[src/rtl/norm_pkg.sv]
// norm_pkg: constants and types shared by the 32-bit normaliser blocks.
//   WIDTH   - data word width (32 only)
//   CW      - width of the leading-zero count (must hold 32)
//   TAGW    - width of the opaque sideband tag
//   LZ_ZERO - count reported for an all-zero word
//   result_t - registered output bundle {data, lz, zero, tag}
package norm_pkg;

  localparam int WIDTH = 32;
  localparam int CW    = 6;
  localparam int TAGW  = 4;

  localparam logic [CW-1:0] LZ_ZERO = 6'd32;

  typedef struct packed {
    logic [WIDTH-1:0] data;
    logic [CW-1:0]    lz;
    logic             zero;
    logic [TAGW-1:0]  tag;
  } result_t;

endpackage

[src/rtl/lzc_32.sv]
// lzc_32: purely combinational 32-bit leading-zero counter.
//   word  - input word
//   count - number of consecutive zero bits starting at bit 31 (0..32)
// Built as a tree: sixteen 2-bit priority encoders feed four merge levels,
// each merge node picking the left (more significant) child when it holds a
// one, otherwise the right child's count plus the left child's span.
module lzc_32
  import norm_pkg::*;
(
  input  logic [31:0] word,
  output logic [5:0]  count
);

  function automatic logic [5:0] lzc_tree(input logic [31:0] w);
    // Node index 0 is always the most significant group at each level.
    logic [4:0] cnt [5][16];
    logic       vld [5][16];
    for (int l = 0; l < 5; l++) begin
      for (int n = 0; n < 16; n++) begin
        cnt[l][n] = '0;
        vld[l][n] = 1'b0;
      end
    end
    // Leaf 2-bit encoders: count is 0 if the high bit is set, else 1.
    for (int n = 0; n < 16; n++) begin
      vld[0][n] = w[31-2*n] | w[30-2*n];
      cnt[0][n] = {4'b0000, ~w[31-2*n]};
    end
    // At level l the left child spans 2**l bits, so falling through to the
    // right child adds exactly bit l to its count.
    for (int l = 1; l < 5; l++) begin
      for (int n = 0; n < (16 >> l); n++) begin
        vld[l][n] = vld[l-1][2*n] | vld[l-1][2*n+1];
        cnt[l][n] = vld[l-1][2*n] ? cnt[l-1][2*n]
                                  : (cnt[l-1][2*n+1] | (5'd1 << l));
      end
    end
    return vld[4][0] ? {1'b0, cnt[4][0]} : LZ_ZERO;
  endfunction

  assign count = lzc_tree(word);

endmodule

[src/rtl/norm_32.sv]
// norm_32: two-stage pipelined 32-bit normaliser feeding a barrel shifter.
//   clk, rst   - clock and asynchronous active-high reset
//   in_valid / in_ready / data_in / tag_in          - input handshake + word
//   out_valid / out_ready                           - output handshake
//   data_out   - data_in shifted left by lz_out, zero-filled
//   lz_out     - leading-zero count 0..32
//   sh_out     - lz_out[4:0], a direct shift-amount for the barrel shifter
//   zero_out   - data_in was all zeros
//   tag_out    - tag_in of the same word
// Stage 1 captures the word, tag and leading-zero count; stage 2 captures the
// left-justified result and drives the output ports directly.
module norm_32
  import norm_pkg::*;
#(
  parameter int WIDTH = 32,
  parameter int CW    = 6
) (
  input  logic             clk,
  input  logic             rst,
  input  logic             in_valid,
  output logic             in_ready,
  input  logic [WIDTH-1:0] data_in,
  input  logic [TAGW-1:0]  tag_in,
  output logic             out_valid,
  input  logic             out_ready,
  output logic [WIDTH-1:0] data_out,
  output logic [CW-1:0]    lz_out,
  output logic [4:0]       sh_out,
  output logic             zero_out,
  output logic [TAGW-1:0]  tag_out
);

  logic             s1_v;
  logic [WIDTH-1:0] s1_data;
  logic [TAGW-1:0]  s1_tag;
  logic [CW-1:0]    s1_lz;

  logic             s2_v;
  result_t          s2;
  result_t          s2_next;

  logic [CW-1:0]    lz_in;
  logic             in_transfer;
  logic             s2_load;

  lzc_32 u_lzc (
    .word  (data_in),
    .count (lz_in)
  );

  // Handshake control. in_ready depends on out_ready only through s2_load;
  // it never looks at in_valid. It is held low while rst is asserted.
  assign s2_load     = s1_v && (!s2_v || out_ready);
  assign in_ready    = !rst && (!s1_v || s2_load);
  assign in_transfer = in_valid && in_ready;

  // Five-stage logarithmic left shifter, stage gi shifting by 2**gi when
  // bit gi of the count is set. A count of 32 leaves bits [4:0] clear, and
  // the word is zero in that case anyway.
  logic [WIDTH-1:0] stage [6];
  assign stage[0] = s1_data;

  generate
    for (genvar gi = 0; gi < 5; gi++) begin : g_shift
      assign stage[gi+1] = s1_lz[gi] ? (stage[gi] << (1 << gi)) : stage[gi];
    end
  endgenerate

  always_comb begin
    s2_next      = s2;
    s2_next.zero = (s1_lz == LZ_ZERO);
    s2_next.data = s2_next.zero ? '0 : stage[5];
    s2_next.lz   = s1_lz;
    s2_next.tag  = s1_tag;
  end

  always_ff @(posedge clk or posedge rst) begin
    if (rst) begin
      s1_v    <= 1'b0;
      s1_data <= '0;
      s1_tag  <= '0;
      s1_lz   <= '0;
      s2_v    <= 1'b0;
      s2      <= '0;
    end else begin
      // Stage 1: an incoming word may overwrite a word draining this edge.
      if (in_transfer) begin
        s1_v    <= 1'b1;
        s1_data <= data_in;
        s1_tag  <= tag_in;
        s1_lz   <= lz_in;
      end else if (s2_load) begin
        s1_v    <= 1'b0;
      end

      // Stage 2: holds while stalled, reloads when downstream takes it.
      if (s2_load) begin
        s2_v <= 1'b1;
        s2   <= s2_next;
      end else if (s2_v && out_ready) begin
        s2_v <= 1'b0;
      end
    end
  end

  assign out_valid = s2_v;
  assign data_out  = s2.data;
  assign lz_out    = s2.lz;
  assign sh_out    = s2.zero ? 5'd0 : s2.lz[4:0];
  assign zero_out  = s2.zero;
  assign tag_out   = s2.tag;

endmodule
[config.mk]
export PLATFORM = sky130hd
export DESIGN_NAME = norm_32
export DESIGN_NICKNAME = d
export VERILOG_FILES = /design/src/rtl/norm_pkg.sv /design/src/rtl/lzc_32.sv /design/src/rtl/norm_32.sv
export SDC_FILE = /design/constraint.sdc
export NUM_CORES = 1
export LEC_CHECK = 0
export CORE_ASPECT_RATIO = 1.4
export CORE_UTILIZATION = 30
export CTS_CLUSTER_DIAMETER = 30
export DETAILED_ROUTE_END_ITERATION = 16
export PLACE_DENSITY = 0.5
export SETUP_SLACK_MARGIN = 0.05
export SKIP_CTS_REPAIR_TIMING = 1
export SLEW_MARGIN = 15
export SYNTH_ARGS = -nofsm -noshare
export SYNTH_HDL_FRONTEND = slang
export SYNTH_SLANG_ARGS = --single-unit
[constraint.sdc]
create_clock -name clk -period 3.2 [get_ports clk]
set_clock_uncertainty 0.1 [all_clocks]
set_input_delay 0.48 -clock clk [delete_from_list [all_inputs] [get_ports clk]]
set_output_delay 0.48 -clock clk [all_outputs]
set_load 0.01 [all_outputs]
After elaboration in Yosys (flattened, before gate mapping)

Index checks and enable logic that the tools add are counted.

Flip-flop bits (word level): 87
Bits of input ports: 40
Output and inout bits: 50
Logic and storage cells: 95

Eq/ne operators: 1
Mux-type cells: 27
Bitwise operators: 47
Reductions and logical operators: 11

Operator list:

| operator                              | count |
|---|---|
| two-way mux 32 bit                    | 6 |
| bitwise OR 1 bit                      | 31 |
| two-way mux 5 bit                     | 5 |
| two-way mux 2 bit                     | 8 |
| inverter 1 bit                        | 16 |
| == test 6 bit (second input constant) | 1 |
| two-way mux 3 bit                     | 2 |
| two-way mux 6 bit                     | 1 |
| logical AND 1 bit                     | 4 |
| two-way mux 1 bit                     | 4 |
| two-way mux 4 bit                     | 1 |
| nonzero test 2 bit                    | 2 |
| logical NOT 1 bit                     | 3 |
| logical OR 1 bit                      | 2 |

Longest topological paths before layout

Gate-level depths: netlist of run 1.

Word-level depth: 7
Depth in mapped cells: 9

Cells and area by module

From an unflattened synthesis of run 1, not the netlist that was laid out.

Cell total of the unflattened synthesis: 531
Area, all modules: 5,607.9 um^2

By module, submodules not included:

| module  | times used | cells an instance | area each (um^2) | sequential area each (um^2) |
|---|---|---|---|---|
| norm_32 | 1          | 469               | 5,172.5          | 2,177.1 |
| lzc_32  | 1          | 62                | 435.4            | 0.0 |

Worst setup path after synthesis of run 1

No wires, ideal clock.

Path kind: reg-to-reg
From: register s1_lz[1]
To: register s2, in the netlist data_out[13]
Setup time: 121 ps
Data arrival time: 1,726 ps
Path slack: 1,253 ps
Cell stages (with the launch flop): 7
Buffers on the path: 3
Period minus slack after synthesis: 1,947 ps
Path through: dfrtp_1 buf_6 buf_6 buf_6 mux4_2 mux4_2 a22o_1

Cells in the longest elaborated chain, start to end: 5

Ends and longest elaborated chain:

| what                             | line          | source |
|---|---|---|
| start, declared                  | norm_32.sv:36 | `logic [CW-1:0] s1_lz;` |
| start signal, assigned           | norm_32.sv:91 | `s1_lz <= lz_in;` |
| two-way mux 32 bit (4 in series) | norm_32.sv:65 | `assign stage[gi+1] = s1_lz[gi] ? (stage[gi] << (1 << gi)) : stage[gi];` |
| two-way mux 32 bit (*)           | norm_32.sv:72 | `s2_next.data = s2_next.zero ? '0 : stage[5];` |
| end signal, assigned             | norm_32.sv:99 | `s2 <= s2_next;` |
| end, declared                    | norm_32.sv:39 | `result_t s2;` |

Every way passes the cells marked *; elsewhere a longest branch is shown, timed or not.
A chain may end at the register's enable or synchronous reset.

Final worst setup path of run 1

From: register s1_lz[1]
To: register s2, in the netlist data_out[21]

Same word-level chain as after synthesis.

==> flow_summary_export.csv, run 1 <==
group,metric,value,unit
cts,root_buffer,"clkbuf_16",
cells_and_area,stdcell_count,857,
synth,syn-instance-count,529,
global_route,grt_antenna_before_repair,0,
timing,slew-limit-headroom,0.430,
timing,setup_viol,0,
worst_setup_path,cp-end-kind,"flop",
cells_and_area,area_growth,26.8,%
worst_setup_path,worstSetupStartpointType,"flop",
cells_and_area,fin_util,0.389,
synth,synth_top_cell_area_share,0.395,
timing,slew_viol_final,0,
cts,cts_tree,"yes",
timing,tightest_slew,0.855,ns
worst_setup_path,critical_path_class,"flop to flop",
route,drtIter0Drc,292,
timing,finalHoldViolCount,0,
global_route,grt_pass1_wl,27.4,mm
global_route,globalRouteMet1Util,0.250,
cts,htree_levels,3,
route,drc,0,
synth,async_reset_ff_frac,1.00,
timing,rsz0062_at_grt,"false",
cells_and_area,drive_gt1_frac,0.188,
global_route,busiest_layer,"met2",
worst_setup_path,arrival,2.72,ns
synth,synth.distinct_cells,60,
global_route,grt_start_max_net_pins,53,
floorplan,die_w,117,um
synth,syn_nets,569,
route,drt_pass1_iterations,4,
cts,cts_sinks,87,
timing,tns,0,ns
floorplan,pin_count,90,
power_and_ir_drop,peakVddDrop,184,uV
place,place_congestion,0.846,
power_and_ir_drop,power_density,626,nW/um^2
synth,synth_top_area_cell,"dfrtp_1",
cts,clockBufferDepth,2,
cells_and_area,diodes,0,
power_and_ir_drop,cellLeakagePower,2.76,nW
route,wire_per_inst,20.1,um
synth,yosysWarnings,0,
floorplan,num_rows,58,
synth,synth.most_common_cell,"dfrtp_1",
cts,insertion_delay,0.35,ns
route,vias,4622,
cts,cts.clk_slew.worst_paths,0.07,ns
cells_and_area,fin_nets,652,
route,viasPerCell,5.39,
synth,synthTopCellsByArea,"dfrtp_1 (39%), mux4_2 (11%), mux2_2 (8.8%)",
timing,timing.final.crit_share,0.808,
floorplan,fp.dieH,162,um
run,cap_violations,0,
global_route,grt_pass1_vias,4631,
synth,yosys-top-cells-count,"dfrtp_1 (87), nand2_1 (76), mux2_2 (43)",
timing,max_freq,387,MHz
synth,syn_area,5510,sq um
synth,yosys_register_bits,87,
route,wl,17.2,mm
synth,yosysSeqAreaShare,0.395,
floorplan,start_util,0.306,
synth,syn_avg_cell_area,10.4,sq um
route,ant_nets,0,
floorplan,die_area,18900,sq um
place,place_inst,841,
worst_setup_path,path_max_fanout,24,
timing,period_needed,2.58,ns
cts,cts_buffers,9,
synth,synth_flop_cell,"dfrtp_1",
global_route,grtUsageTotal,0.193,
hold_path,hold_class,"flop to flop",
synth,synth_edf_count,0,
place,io_buffers,89,
worst_setup_path,required,3.33,ns
global_route,gr-usage-met3,0.0234,
floorplan,core_area,18000,sq um
outcome,status,"complete, no violations",
global_route,grt_overflow,0,
global_route,use_met2,0.330,
place,hpwlAfterDp,13.1,mm
-- worst max-delay path, stage by stage (launching register included) --
cell and delay [ns]:
dfrtp_2 0.75, buf_12 0.26, mux4_2 0.51, o22ai_1 0.36
a21oi_1 0.11, a221o_1 0.37
-- final cells by class --
class,instances,area [sq um]
clock buffers,11,233
clock inverters,5,58.8
fillers,1855,11000
inverters,15,57.6
multi-input cells,392,3080
flip-flops and latches,87,2180
well taps,240,300
repair buffers,107,1090
-- path summary, 6_finish.rpt --
check	endpoint	slack [ns]	start	depth (start not counted)
min	tag_out[3]	0.37	s1_tag[3]	2
max reg2reg	data_out[21]	0.62	s1_lz[1]	5
min in group asynchronous	s1_tag[3]	0.40	rst	2
min reg2reg	tag_out[3]	0.37	s1_tag[3]	2
max in group asynchronous	data_out[16]	1.95	rst	3
max	data_out[21]	0.62	s1_lz[1]	5
-- stage by stage --
step	area (sq um)	power [W]	hold WS, ns	worst slack [ns]
4_1_cts	6990	0.00442	0.374	0.634
3_5_place_dp	6700	0.00334	0.357	0.482
5_1_grt	6990	0.00462	0.398	0.509
6_report	6990	0.00438	0.371	0.616
3_3_place_gp	6700	0.00332	0.348	0.510
2_1_floorplan	5510	0.00254	0.333	0.370
-- per-layer routing --
layer,vias up,wire length (um),part of all wire
li1,2168,-,-
met3,21,620,0.036
met5,-,0,0
met2,134,8830,0.51
met4,0,388,0.023
met1,2299,7410,0.43
-- where the power goes --
part	switching, W	internal [W]
combinational	0.000769	0.000911
sequential	0.000272	0.00136
clock	0.000464	0.000606
-- registers in the layout (all words and copies together), names as in the netlist --
register   cells
out_valid      1
lz_out         6
data_out      32
zero_out       1
s1_v           1
s1_data       32
s1_lz          6
tag_out        4
s1_tag         4
-- cell usage in the layout (no fill, tap or decap), drive strengths merged, types with 4 or more instances in the layout --
cell           count
a211oi             6
a21oi             26
a221o              9
a221oi             6
a22o              11
buf               18
clkbuf            11
clkdlybuf4s50     89
dfrtp             87
inv               14
mux2              44
mux2i             29
mux4              28
nand2             76
nand2b             5
nand3              8
nand4              5
nor2              25
nor2b             11
nor3               4
nor4              10
o21ai             44
o22ai              5
o31ai              6
-- logic make-up after synthesis --
| logic type | Yosys count | share of synthesized area |
|---|---|---|
| muxes | 101 | 0.258 |
| AOI/OAI and AO/OA | 136 | 0.168 |
| DFF | 87 | 0.395 |
| and+or+nand+nor | 155 | 0.131 |
| buffers and inverters | 50 | 0.0479 |
(Power assumes the default switching activity.)
==> inputs of run 2 (changes only) <==
Settings changed: PLACE_DENSITY 0.5 to 0.52.
Clock period 3.2 ns to 2.1 ns, I/O delays scaled along.
==> flow_summary_export.csv, run 2 (synthesis results as in run 1) <==
group,metric,value,unit
power_and_ir_drop,power_frac_clock,0.213,
cells_and_area,fin_util,0.455,
timing,tns,-0.145,ns
cells_and_area,fin_nets,775,
power_and_ir_drop,power_density,885,nW/um^2
timing,layout_setup_ws,-0.0643,ns
timing,rsz0062_at_grt,"true",
cts,cts_buffers,9,
power_and_ir_drop,cellLeakagePower,3.43,nW
power_and_ir_drop,p_int,0.00474,W
floorplan,die_w,117,um
cts,insertion_delay,0.34,ns
floorplan,core_area,18000,sq um
place,place_congestion,0.899,
floorplan,start_util,0.306,
floorplan,fp.dieH,162,um
cells_and_area,final_common_cell,"buf_4",
timing,timing.final.crit_share,1.03,
run,cap_violations,0,
cts,cts.clk_slew.worst_paths,0.07,ns
global_route,grt_overflow,0,
floorplan,die_area,18900,sq um
cts,clockBufferDepth,2,
floorplan,num_rows,58,
route,wl,18.6,mm
worst_setup_path,arrival,2.29,ns
power_and_ir_drop,p_comb_frac,0.449,
cts,htree_levels,3,
power_and_ir_drop,peakVddDrop,348,uV
global_route,grtUsageTotal,0.207,
cts,root_buffer,"clkbuf_16",
cells_and_area,num-fill-cells,1808,
route,drc,0,
cells_and_area,diodes,0,
route,wire_per_inst,18.9,um
power_and_ir_drop,switching_share,0.345,
global_route,grt_pass1_wl,29.4,mm
outcome,status,"finished, violations left",
worst_setup_path,worstSetupStartpointType,"flop",
cells_and_area,layout_common_cells,"buf_4 (127), clkdlybuf4s50_1 (88), dfrtp_1 (85)",
power_and_ir_drop,p_seq_frac,0.337,
hold_path,hold_class,"input pin to asynchronous set/reset pin",
global_route,grt_pass1_vias,5242,
timing,tightest_slew,0.533,ns
cells_and_area,multiInputGateArea,3280,sq um
timing,finalHoldViolCount,0,
timing,max_freq,462,MHz
global_route,grt_start_max_net_pins,42,
worst_setup_path,path_max_fanout,7,
worst_setup_path,required,2.22,ns
worst_setup_path,cp-end-kind,"flop",
cells_and_area,drive_gt1_frac,0.366,
route,drt_pass1_iterations,4,
worst_setup_path,critical_path_class,"flop to flop",
cells_and_area,regArea,2180,sq um
floorplan,pin_count,90,
timing,setup_viol,4,
route,ant_nets,0,
route,drtIter0Drc,157,
cts,cts_tree,"yes",
route,viasPerCell,5.20,
power_and_ir_drop,switchingPower,0.00250,W
place,io_buffers,89,
route,vias,5094,
timing,slew_viol_final,0,
cts,cts_sinks,87,
cells_and_area,area_growth,48.5,%
global_route,grt_antenna_before_repair,0,
place,hpwlAfterDp,14.8,mm
timing,hold_ws,0.250,ns
timing,period_needed,2.16,ns
timing,slew-limit-headroom,0.643,
outcome,violations,"negative setup slack",
-- run 2: power groups by stage --
stage                     combinational, W  clock (W)  sequential [W]
after floorplan                    0.00140          0         0.00248
after global placement             0.00307          0         0.00244
after detailed placement           0.00309          0         0.00247
after CTS                          0.00310    0.00159         0.00244
after global routing               0.00350    0.00166         0.00250
final                              0.00325    0.00155         0.00244
-- run 2: critical path, stage by stage (launching register included) --
cell      delay (ns)
dfrtp_2         0.48
buf_6           0.17
mux2_4          0.32
mux4_2          0.54
nor2_2          0.13
a211oi_1        0.05
a221o_1         0.26
-- run 2: layout make-up --
type / instances / area share
clock buffer: 9 / 0.0275
clock inverter: 7 / 0.00657
multi-input combinational: 392 / 0.401
sequential: 87 / 0.266
timing repair buffer: 230 / 0.255
inverter: 15 / 0.00749
tap: 240 / 0.0367
-- run 2: path summary, 6_finish.rpt --
check                       startpoint      endpoint  slack [ns]  depth (start not counted)
setup / recovery              s1_lz[1]  data_out[22]       -0.06                          6
hold / removal                     rst     out_valid        0.25                          2
setup reg to reg              s1_lz[1]  data_out[22]       -0.06                          6
hold reg to reg            data_out[6]   data_out[6]        0.38                          2
max in group asynchronous          rst      s1_lz[1]        1.12                          3
min in group clk           data_out[6]   data_out[6]        0.38                          2
-- run 2: layer usage --
metal,global-route usage,routed length (um)
met5,0,0
met4,0.0731,353
met3,0.0223,518
met2,0.370,9840
met1,0.253,7850
-- run 2: through the flow --
step / setup slack [ns] / std cells / instance area (sq um) / power [W]
2_1_floorplan: 0.153 / 529 / 5520 / 0.00387
3_3_place_gp: -0.398 / 960 / 7630 / 0.00551
3_5_place_dp: -0.419 / 960 / 7630 / 0.00555
4_1_cts: -0.0843 / 976 / 7910 / 0.00712
5_1_grt: -0.118 / 980 / 8180 / 0.00765
6_report: -0.0643 / 980 / 8180 / 0.00724
